## config.mk

```make
export PLATFORM = sky130hd
export DESIGN_NAME = sc_backg_scroll_datapath
export DESIGN_NICKNAME = d
export VERILOG_FILES = /design/src/rtl/sc_backg_scroll_datapath.sv
export SDC_FILE = /design/constraint.sdc
export NUM_CORES = 1
export LEC_CHECK = 0
export ABC_AREA = 1
export CORE_MARGIN = 4
export CORE_UTILIZATION = 55
export CTS_CLUSTER_DIAMETER = 30
export DETAILED_ROUTE_END_ITERATION = 10
export DONT_BUFFER_PORTS = 1
export GPL_TIMING_DRIVEN = 0
export PLACE_DENSITY = 0.74
export SETUP_SLACK_MARGIN = 0.4
export SYNTH_ARGS = -nofsm -noshare
export SYNTH_HDL_FRONTEND = slang
export SYNTH_SLANG_ARGS = --single-unit
```

## constraint.sdc

```tcl
create_clock -name SC_BACKGSCROLL_CLOCK_50 -period 1.8 [get_ports SC_BACKGSCROLL_CLOCK_50]
set_clock_uncertainty 0.15 [all_clocks]
set_input_delay 0.36 -clock SC_BACKGSCROLL_CLOCK_50 [delete_from_list [all_inputs] [get_ports SC_BACKGSCROLL_CLOCK_50]]
set_output_delay 0.36 -clock SC_BACKGSCROLL_CLOCK_50 [all_outputs]
set_load 0.05 [all_outputs]
```

## src/rtl/sc_backg_scroll_datapath.sv

```systemverilog
// Background scroll datapath.
// Acts on the background state machine's active-low strobes: clear
// reinitialises everything, load scrolls the bitmap down one row and
// restarts the timer, upcount advances the timer toward its limit.
// The timer period is latched from speed at clear/load time only.
module sc_backg_scroll_datapath #(
   parameter int                        ROWS         = 8,
   parameter int                        COLS         = 8,
   parameter int                        COUNT_WIDTH  = 23,
   parameter int                        TIMER_LIMIT  = 5000000,
   parameter logic [ROWS*COLS-1:0]      INIT_PATTERN = 64'h81818181818181FF
) (
   input  logic                         SC_BACKGSCROLL_CLOCK_50,
   input  logic                         SC_BACKGSCROLL_RESET_InHigh,
   input  logic                         SC_BACKGSCROLL_clear_InLow,
   input  logic                         SC_BACKGSCROLL_load_InLow,
   input  logic                         SC_BACKGSCROLL_upcount_InLow,
   input  logic [1:0]                   SC_BACKGSCROLL_speed_In,
   output logic                         SC_BACKGSCROLL_T0_OutLow,
   output logic [ROWS*COLS-1:0]         SC_BACKGSCROLL_data_Out,
   output logic [7:0]                   SC_BACKGSCROLL_scroll_Out
);

   localparam int                       DataWidth  = ROWS * COLS;
   localparam logic [COUNT_WIDTH-1:0]   TimerLimit = COUNT_WIDTH'(TIMER_LIMIT);

   logic [COUNT_WIDTH-1:0] count_reg;
   logic [COUNT_WIDTH-1:0] limit_reg;
   logic [DataWidth-1:0]   rows_reg;
   logic [7:0]             scroll_reg;

   logic [COUNT_WIDTH-1:0] limitSel;
   logic [DataWidth-1:0]   rowsRotated;
   logic                   timerExpired;

   // Period for the next timer run: base limit divided by 2^speed (truncating).
   always_comb begin
      limitSel = TimerLimit >> SC_BACKGSCROLL_speed_In;
   end

   // Rotate down one row: row i takes row i-1, top row (row 0) takes the last row.
   always_comb begin
      rowsRotated = {rows_reg[DataWidth-COLS-1:0], rows_reg[DataWidth-1 -: COLS]};
   end

   // Expiry is a pure compare so T0 falls in the cycle the count reaches the limit.
   always_comb begin
      timerExpired = (count_reg >= limit_reg);
   end

   // Register update, priority reset > clear > load > upcount > hold.
   always_ff @(posedge SC_BACKGSCROLL_CLOCK_50) begin
      if (SC_BACKGSCROLL_RESET_InHigh) begin
         count_reg  <= '0;
         limit_reg  <= TimerLimit;
         rows_reg   <= INIT_PATTERN;
         scroll_reg <= '0;
      end else if (!SC_BACKGSCROLL_clear_InLow) begin
         count_reg  <= '0;
         limit_reg  <= limitSel;
         rows_reg   <= INIT_PATTERN;
         scroll_reg <= '0;
      end else if (!SC_BACKGSCROLL_load_InLow) begin
         count_reg  <= '0;
         limit_reg  <= limitSel;
         rows_reg   <= rowsRotated;
         scroll_reg <= scroll_reg + 8'd1;
      end else if (!SC_BACKGSCROLL_upcount_InLow) begin
         // Saturate at the limit; the count never wraps.
         if (!timerExpired) begin
            count_reg <= count_reg + 1'b1;
         end
      end
   end

   assign SC_BACKGSCROLL_T0_OutLow  = ~timerExpired;
   assign SC_BACKGSCROLL_data_Out   = rows_reg;
   assign SC_BACKGSCROLL_scroll_Out = scroll_reg;

endmodule

```

Word-level counts from Yosys, hierarchy flattened

Index checks and enable logic that the tools add are counted.

Register bits: 118
Bits in latches: 0
Memory bits (writable): 0
Bits in read-only memories: 0
Input bits: 7
Output and inout bits: 73
Logic and storage cells: 18
Memories kept: 0

$add $sub $neg: 2
Multipliers: 0
Divide/modulo/power cells: 0
Magnitude comparators: 1
Eq/ne operators: 1
Shifts and indexed selects: 1
Muxes and demuxes: 2
Bitwise logic cells: 4
Reductions and logical operators: 3

Operators by type and width:

| kind                                                                 | number |
|---|---|
| 23-bit 2-to-1 mux                                                    | 2 |
| 23-bit by 1-bit adder with 23-bit output, second input constant      | 1 |
| 23-bit greater-or-equal comparator                                   | 1 |
| 23-bit by 2-bit right shift with 23-bit output, first input constant | 1 |
| 8-bit by 1-bit adder with 8-bit output, second input constant        | 1 |
| 1-bit inverter                                                       | 4 |
| 3-bit OR reduction                                                   | 1 |
| 2-bit inequality test, second input constant                         | 1 |
| 2-bit AND reduction                                                  | 1 |
| 2-bit OR reduction                                                   | 1 |

Longest topological paths before layout

Gate-level depths: netlist (run 1).

Word-level depth: 3
Depth in mapped cells: 14
Gate-level depth less buffers: 14

Worst setup path after synthesis (run 1)

Ideal clock, no wire load.

Kind: register -> output
Start: reg count_reg[10]
End: out SC_BACKGSCROLL_T0_OutLow
Arrival: 1.595 ns
Required time: 1.290 ns
Slack: -0.305 ns
Stages on the path, launching flop included: 11
Buffers on the path: 0
Path through: dfxtp_1 -> ha_1 -> nand2_1 -> inv_1 -> nand2_1 -> nand2_1 -> nand2_1 -> nand2_1 -> nand2_4 -> nand3_4 -> inv_1

Word-level cells in the longest chain between the ends: 2

Ends and longest elaborated chain:

| item                               | RTL line | source |
|---|---|---|
| from (decl)                        | 27       | `logic [COUNT_WIDTH-1:0] count_reg;` |
| from (signal assigned)             | 71       | `count_reg <= count_reg + 1'b1;` |
| 23-bit greater-or-equal comparator | 48       | `timerExpired = (count_reg >= limit_reg);` |
| 1-bit inverter                     | 76       | `assign SC_BACKGSCROLL_T0_OutLow = ~timerExpired;` |
| to (decl)                          | 19       | `output logic SC_BACKGSCROLL_T0_OutLow,` |

Every way passes these cells.

Worst setup path in the final report (run 1)

Start: reg limit_reg[8]
End: out SC_BACKGSCROLL_T0_OutLow

Word-level cells in the longest chain between the ends: 2

Ends and longest elaborated chain:

| item                               | RTL line | source |
|---|---|---|
| from (decl)                        | 28       | `logic [COUNT_WIDTH-1:0] limit_reg;` |
| from (signal assigned)             | 55       | `limit_reg <= TimerLimit;` |
| from (signal assigned)             | 60       | `limit_reg <= limitSel;` |
| from (signal assigned)             | 65       | `limit_reg <= limitSel;` |
| 23-bit greater-or-equal comparator | 48       |  |
| 1-bit inverter                     | 76       |  |

Every way passes these cells.

==> results of run 1 <==
-- worst max path at each step --
stage / start / endpoint
6_report: limit_reg[8] / SC_BACKGSCROLL_T0_OutLow
4_1_cts: limit_reg[21] / SC_BACKGSCROLL_T0_OutLow
5_1_grt: limit_reg[8] / SC_BACKGSCROLL_T0_OutLow
2_1_floorplan: limit_reg[20] / SC_BACKGSCROLL_T0_OutLow
3_5_place_dp: count_reg[20] / count_reg[6]
3_3_place_gp: count_reg[12] / count_reg[6]
-- cell usage in the layout, fill, tap and decap left out, drive strengths merged --
| master | n |
|---|---|
| nand2 | 229 |
| dfxtp | 107 |
| inv | 78 |
| nor2 | 63 |
| a21oi | 60 |
| nand3 | 41 |
| ha | 29 |
| clkbuf | 27 |
| buf | 20 |
| nand4 | 17 |
| o21ai | 17 |
| o21bai | 11 |
| clkinv | 5 |
| nor3 | 4 |
| nand3b | 2 |
| o211ai | 2 |
| a21o | 1 |
| clkinvlp | 1 |
| and3 | 1 |
| nor3b | 1 |
| xor2 | 1 |
| a21boi | 1 |
| dlygate4sd3 | 1 |
-- power groups by stage --
| stage | Combinational, mW | Sequential (mW) | Clock, mW |
|---|---|---|---|
| after global routing | 0.358 | 2.47 | 1.58 |
| after detailed placement | 0.271 | 2.60 | 0 |
| after floorplan | 0.204 | 2.59 | 0 |
| after CTS | 0.289 | 2.47 | 1.47 |
| final | 0.316 | 2.47 | 1.47 |
| after global placement | 0.258 | 2.60 | 0 |
-- critical path: stages, from the launching register on --
cell	delay (ps)
dfxtp_1	340
inv_1	50
ha_1	300
nand2_1	90
nand2_1	90
nand2_1	70
nand2_1	70
nand2_1	70
nand2_2	90
nand2_4	60
nand3_4	100
clkinvlp_4	330
-- through the flow --
step / utilization [%] / total power, mW / instance area [um2] / TNS (ps) / std cells
finish: 69.3 / 4.25 / 6040 / -10810 / 827
global route: 69.3 / 4.41 / 6040 / -13650 / 827
CTS: 67.0 / 4.23 / 5850 / -5590 / 821
detailed placement: 59.7 / 2.87 / 5210 / -6240 / 798
global placement: 59.7 / 2.86 / 5210 / -5260 / 798
floorplan: - / 2.80 / 5070 / -1020 / 690
-- timing repair --
action | in CTS | in global routing
gates resized for setup | 176 | 38
gates cloned | 0 | 1
setup endpoints to repair | 97 | 51
setup buffers | 6 | 5
endpoints found under the hold margin | 1 | 0
pin swaps | 15 | 22
hold buffers | 1 | 0
-- cell type report --
class | instances | area [um2]
Multi-Input combinational cell | 480 | 2700
Fill cell | 683 | 2680
Sequential cell | 107 | 2440
Inverter | 78 | 307
Timing Repair Buffer | 13 | 145
Tap cell | 108 | 135
Clock buffer | 10 | 128
Buffer | 25 | 119
Clock inverter | 6 | 67.6
-- layer usage --
layer / up-vias / routed length (um)
met1: 2065 / 5170
li1: 2252 / -
met5: - / 0
met4: 0 / 418
met2: 138 / 6500
met3: 42 / 867
-- kinds of logic after synthesis --
kind of cell             after synthesis
AO/OA/AOI/OAI                         92
XOR/XNOR                               1
adder cells (fa/ha/maj)               29
buffers and inverters                103
flip-flops                           107
AND/OR/NAND/NOR                      358
==> reports/qor.yml, run 1 <==
status:
  status: "finished with violations"
  violations: "setup timing"
timing:
  hold_violations: 0
  max_freq_ghz: 0.394
  rsz0062_at_grt: "yes"
  finalWorstSetupSlack_ps: -741
  setup_violations: 24
  finalCriticalPeriod_ps: 2540
  drv_slew: 0
  fin_crit_sh_pct: 141
  hold_slack_ps: 18.3
  relSlewSlack_pct: 64.6
  tightest_slew_ps: 531
setup_path:
  rrSetupSlack_ps: -500
  arrival_ps: 2030
  crit_fanout: 7
  r2r_end: "count_reg[22]"
  rr_worst_depth: 16
  start_kind: "flop"
  cp-end-kind: "primary output"
  critPathRequiredTime_ps: 1290
  r2r-start: "limit_reg[21]"
  critical_path_class: "reg -> out"
global_routing:
  antenna_found_initial: 0
  grt-busiest-layer: "met2"
  grt_pass1_wl_um: 20500
  grt_max_degree: 21
  use_met3_pct: 7.65
  met1_usage_pct: 27.9
  track_usage_pct: 24.4
  grt_pass1_vias: 4289
  use_met2_pct: 42.7
  overflow: 0
min_path:
  hold_path_class: "in -> reg"
  min_from: "SC_BACKGSCROLL_RESET_InHigh"
  min_path_cells: 2
  holdPathEnd: "limit_reg[9]"
yosys:
  synth_fa_ha_area_share_pct: 7.33
  ys_types: 34
  synthesis.nets: 726
  yosysTopAreaCell: "dfxtp_1"
  synth_common_cells: "nand2_1, dfxtp_1, inv_1"
  synth-seq-cells: 107
  synth_top_cell_area_share_pct: 43.3
  synth-main-ff-cell: "dfxtp_1"
  avgSynthCellArea_um2: 7.17
  syn_inst: 690
  synth_compound_area_share_pct: 10.2
  ys_warn_count: 0
  ys_top_cells_by_area: "dfxtp_1, nand2_1, ha_1"
  synth_edf_count: 0
  synth_top_family_by_area: "simple AND/OR/NAND/NOR gates"
  yosysSeqAreaShare_pct: 43.3
  synth_mux_area_share_pct: 0
  syn-cell-area_um2: 4950
  ys_async_sr_fraction_pct: 0
  synth-simple-area-share_pct: 30.8
  synthXorXnorAreaFrac_pct: 0.177
  synth_most_common_cell: "nand2_1"
final_layout:
  area_growth_pct: 22.0
  drive_gt1_share_pct: 26.4
  largest_reg_flops: 64
  nNetsFinal: 750
  diodes: 0
drt:
  drc: 0
  wl_um: 13000
  antenna_left: 0
  num_vias: 4497
  drt_iter0_drc: 185
  first_pass_iters: 4
  routed_via_density: 5.44
  wl_per_cell_um: 15.7
floorplan:
  coreArea_um2: 8720
  dieArea_um2: 10600
  fp.dieH_um: 103
  fp.dieW_um: 103
  initial_core_util_pct: 56.8
  placementRows: 34
  io_pins: 80
clocking:
  cts_buffers: 9
  clk_pin_slew_ps: 110
  cts_root_buffer: "clkbuf_8"
  cts.sinks: 107
  cts_buffer_depth: 2
  cts_max_level: 3
  cts_tree: "built"
  worstSkewPairLatency_ps: 370
power_and_ir_drop:
  power_frac_seq_pct: 58.0
  p_comb_share_pct: 7.4
  swShare_pct: 30.0
  vdd_drop_max_mv: 0.573
  p_int_mw: 2.98
  p_sw_mw: 1.27
  p_clk_share_pct: 34.6
  p_leak_nw: 2.35
  powerDensity_nw_per_um2: 704
placement:
  pre_cts_slack_ps: -470
  place_congestion: 0.838
  io_buffer_count: 0
  hpwl_um: 8840
job:
  max_cap_violations: 0
(Power assumes the default switching activity.)
==> run 2: changes to the inputs <==
CORE_UTILIZATION = 40   (was 55)
PLACE_DENSITY = 0.57   (was 0.74)
==> reports/qor.yml, run 2 (same netlist as run 1, synthesis figures left out) <==
status:
  status: "finished with violations"
  violations: "setup timing"
floorplan:
  initial_core_util_pct: 41.0
  dieArea_um2: 14200
  placementRows: 40
  fp.dieH_um: 119
  coreArea_um2: 12100
  io_pins: 80
  fp.dieW_um: 119
clocking:
  cts_buffer_depth: 2
  cts.sinks: 107
  cts_buffers: 9
  clk_pin_slew_ps: 70
  cts_root_buffer: "clkbuf_16"
  cts_tree: "built"
  cts_max_level: 3
  worstSkewPairLatency_ps: 350
drt:
  drc: 0
  routed_via_density: 4.97
  antenna_left: 0
  wl_um: 13100
  first_pass_iters: 4
  drt_iter0_drc: 174
  num_vias: 4420
  wl_per_cell_um: 14.7
setup_path:
  critical_path_class: "reg -> out"
  critPathRequiredTime_ps: 1290
  arrival_ps: 1870
  start_kind: "flop"
  cp-end-kind: "primary output"
  crit_fanout: 7
final_layout:
  layout_commonest_cell: "nand2_1"
  num-fill-cells: 1202
  area_growth_pct: 25.1
  diodes: 0
  largest_reg_flops: 64
  multi_input_area_um2: 2670
  nNetsFinal: 754
  final_cells: 890
  drive_gt1_share_pct: 27.6
  final_cell_mix: "nand2_1, dfxtp_4, inv_1"
  register_area_um2: 2420
placement:
  place_congestion: 0.850
  hpwl_um: 9450
  placed_cells: 858
  io_buffer_count: 0
power_and_ir_drop:
  vdd_drop_max_mv: 0.595
  swShare_pct: 26.8
  power_frac_seq_pct: 52.9
  p_clk_share_pct: 40.4
  power.total_mw: 4.68
  p_leak_nw: 2.40
  p_comb_share_pct: 6.6
  powerDensity_nw_per_um2: 757
  p_int_mw: 3.43
  p_sw_mw: 1.25
global_routing:
  track_usage_pct: 18.4
  antenna_found_initial: 0
  overflow: 0
  grt_pass1_wl_um: 21000
  grt_max_degree: 18
  grt_pass1_vias: 4160
timing:
  setup-tns-final_ps: -5460
  hold_slack_ps: 34.6
  tightest_slew_ps: 521
  setup_violations: 24
  fin_crit_sh_pct: 132
  finalCriticalPeriod_ps: 2380
  relSlewSlack_pct: 65.3
  hold_violations: 0
  drv_slew: 0
  rsz0062_at_grt: "yes"
  finalWorstSetupSlack_ps: -581
  max_freq_ghz: 0.420
min_path:
  hold_path_class: "in -> reg"
job:
  max_cap_violations: 0
## run 2: area by class of cell
type | count | share of cell area, %
multi-input combinational | 480 | 43.2
sequential | 107 | 39.1
inverter | 78 | 4.95
clock buffer | 11 | 3.92
tap | 168 | 3.40
timing repair buffer | 17 | 2.93
buffer | 25 | 1.96
clock inverter | 4 | 0.546
## run 2: per-layer routing
layer,vias to the layer above,wire [um],GRT usage (%)
met2,84,6300,30.8
met1,2079,5580,21.3
met5,-,0,0
met3,12,1060,8.02
met4,0,154,4.92
li1,2245,-,-
## run 2: worst paths after layout
check,to,cells past startpoint,slack (ps),from
setup / recovery,SC_BACKGSCROLL_T0_OutLow,8,-580,count_reg[17]
hold / removal,limit_reg[9],2,30,SC_BACKGSCROLL_RESET_InHigh
setup reg to reg,count_reg[10],15,-330,count_reg[17]
hold reg to reg,limit_reg[9],2,330,limit_reg[9]
## run 2: critical path, stage by stage (launching register included)
cell and delay (ps):
dfxtp_2 350, ha_1 290, nand2_2 60, nor2_2 130, nand2_2 80, nor2_2 90
nand2_2 90, nand3_4 90, clkinvlp_4 340
## run 2: power groups by stage
| stage | clock, mW | sequential [mW] | combinational, mW |
|---|---|---|---|
| 4_1_cts | 1.94 | 2.53 | 0.298 |
| 2_1_floorplan | 0 | 2.59 | 0.204 |
| 6_report | 1.89 | 2.48 | 0.311 |
| 3_3_place_gp | 0 | 2.60 | 0.264 |
| 3_5_place_dp | 0 | 2.60 | 0.273 |
| 5_1_grt | 2.06 | 2.48 | 0.356 |
## run 2: what timing repair did
action | CTS | global route
setup buffers | 11 | 4
pin swaps | 20 | 21
gates cloned | 0 | 1
hold buffers | 1 | 0
endpoints found under the hold margin | 1 | 0
setup endpoints to repair | 98 | 91
gates resized for setup | 144 | 71
## run 2: metrics by stage
step           worst slack [ps]  cell area, um2  util [%]
2_1_floorplan              -169            5070         -
3_3_place_gp               -437            5290      43.8
5_1_grt                    -708            6190      51.3
6_report                   -581            6190      51.3
4_1_cts                    -650            5950      49.3
3_5_place_dp               -442            5290      43.8
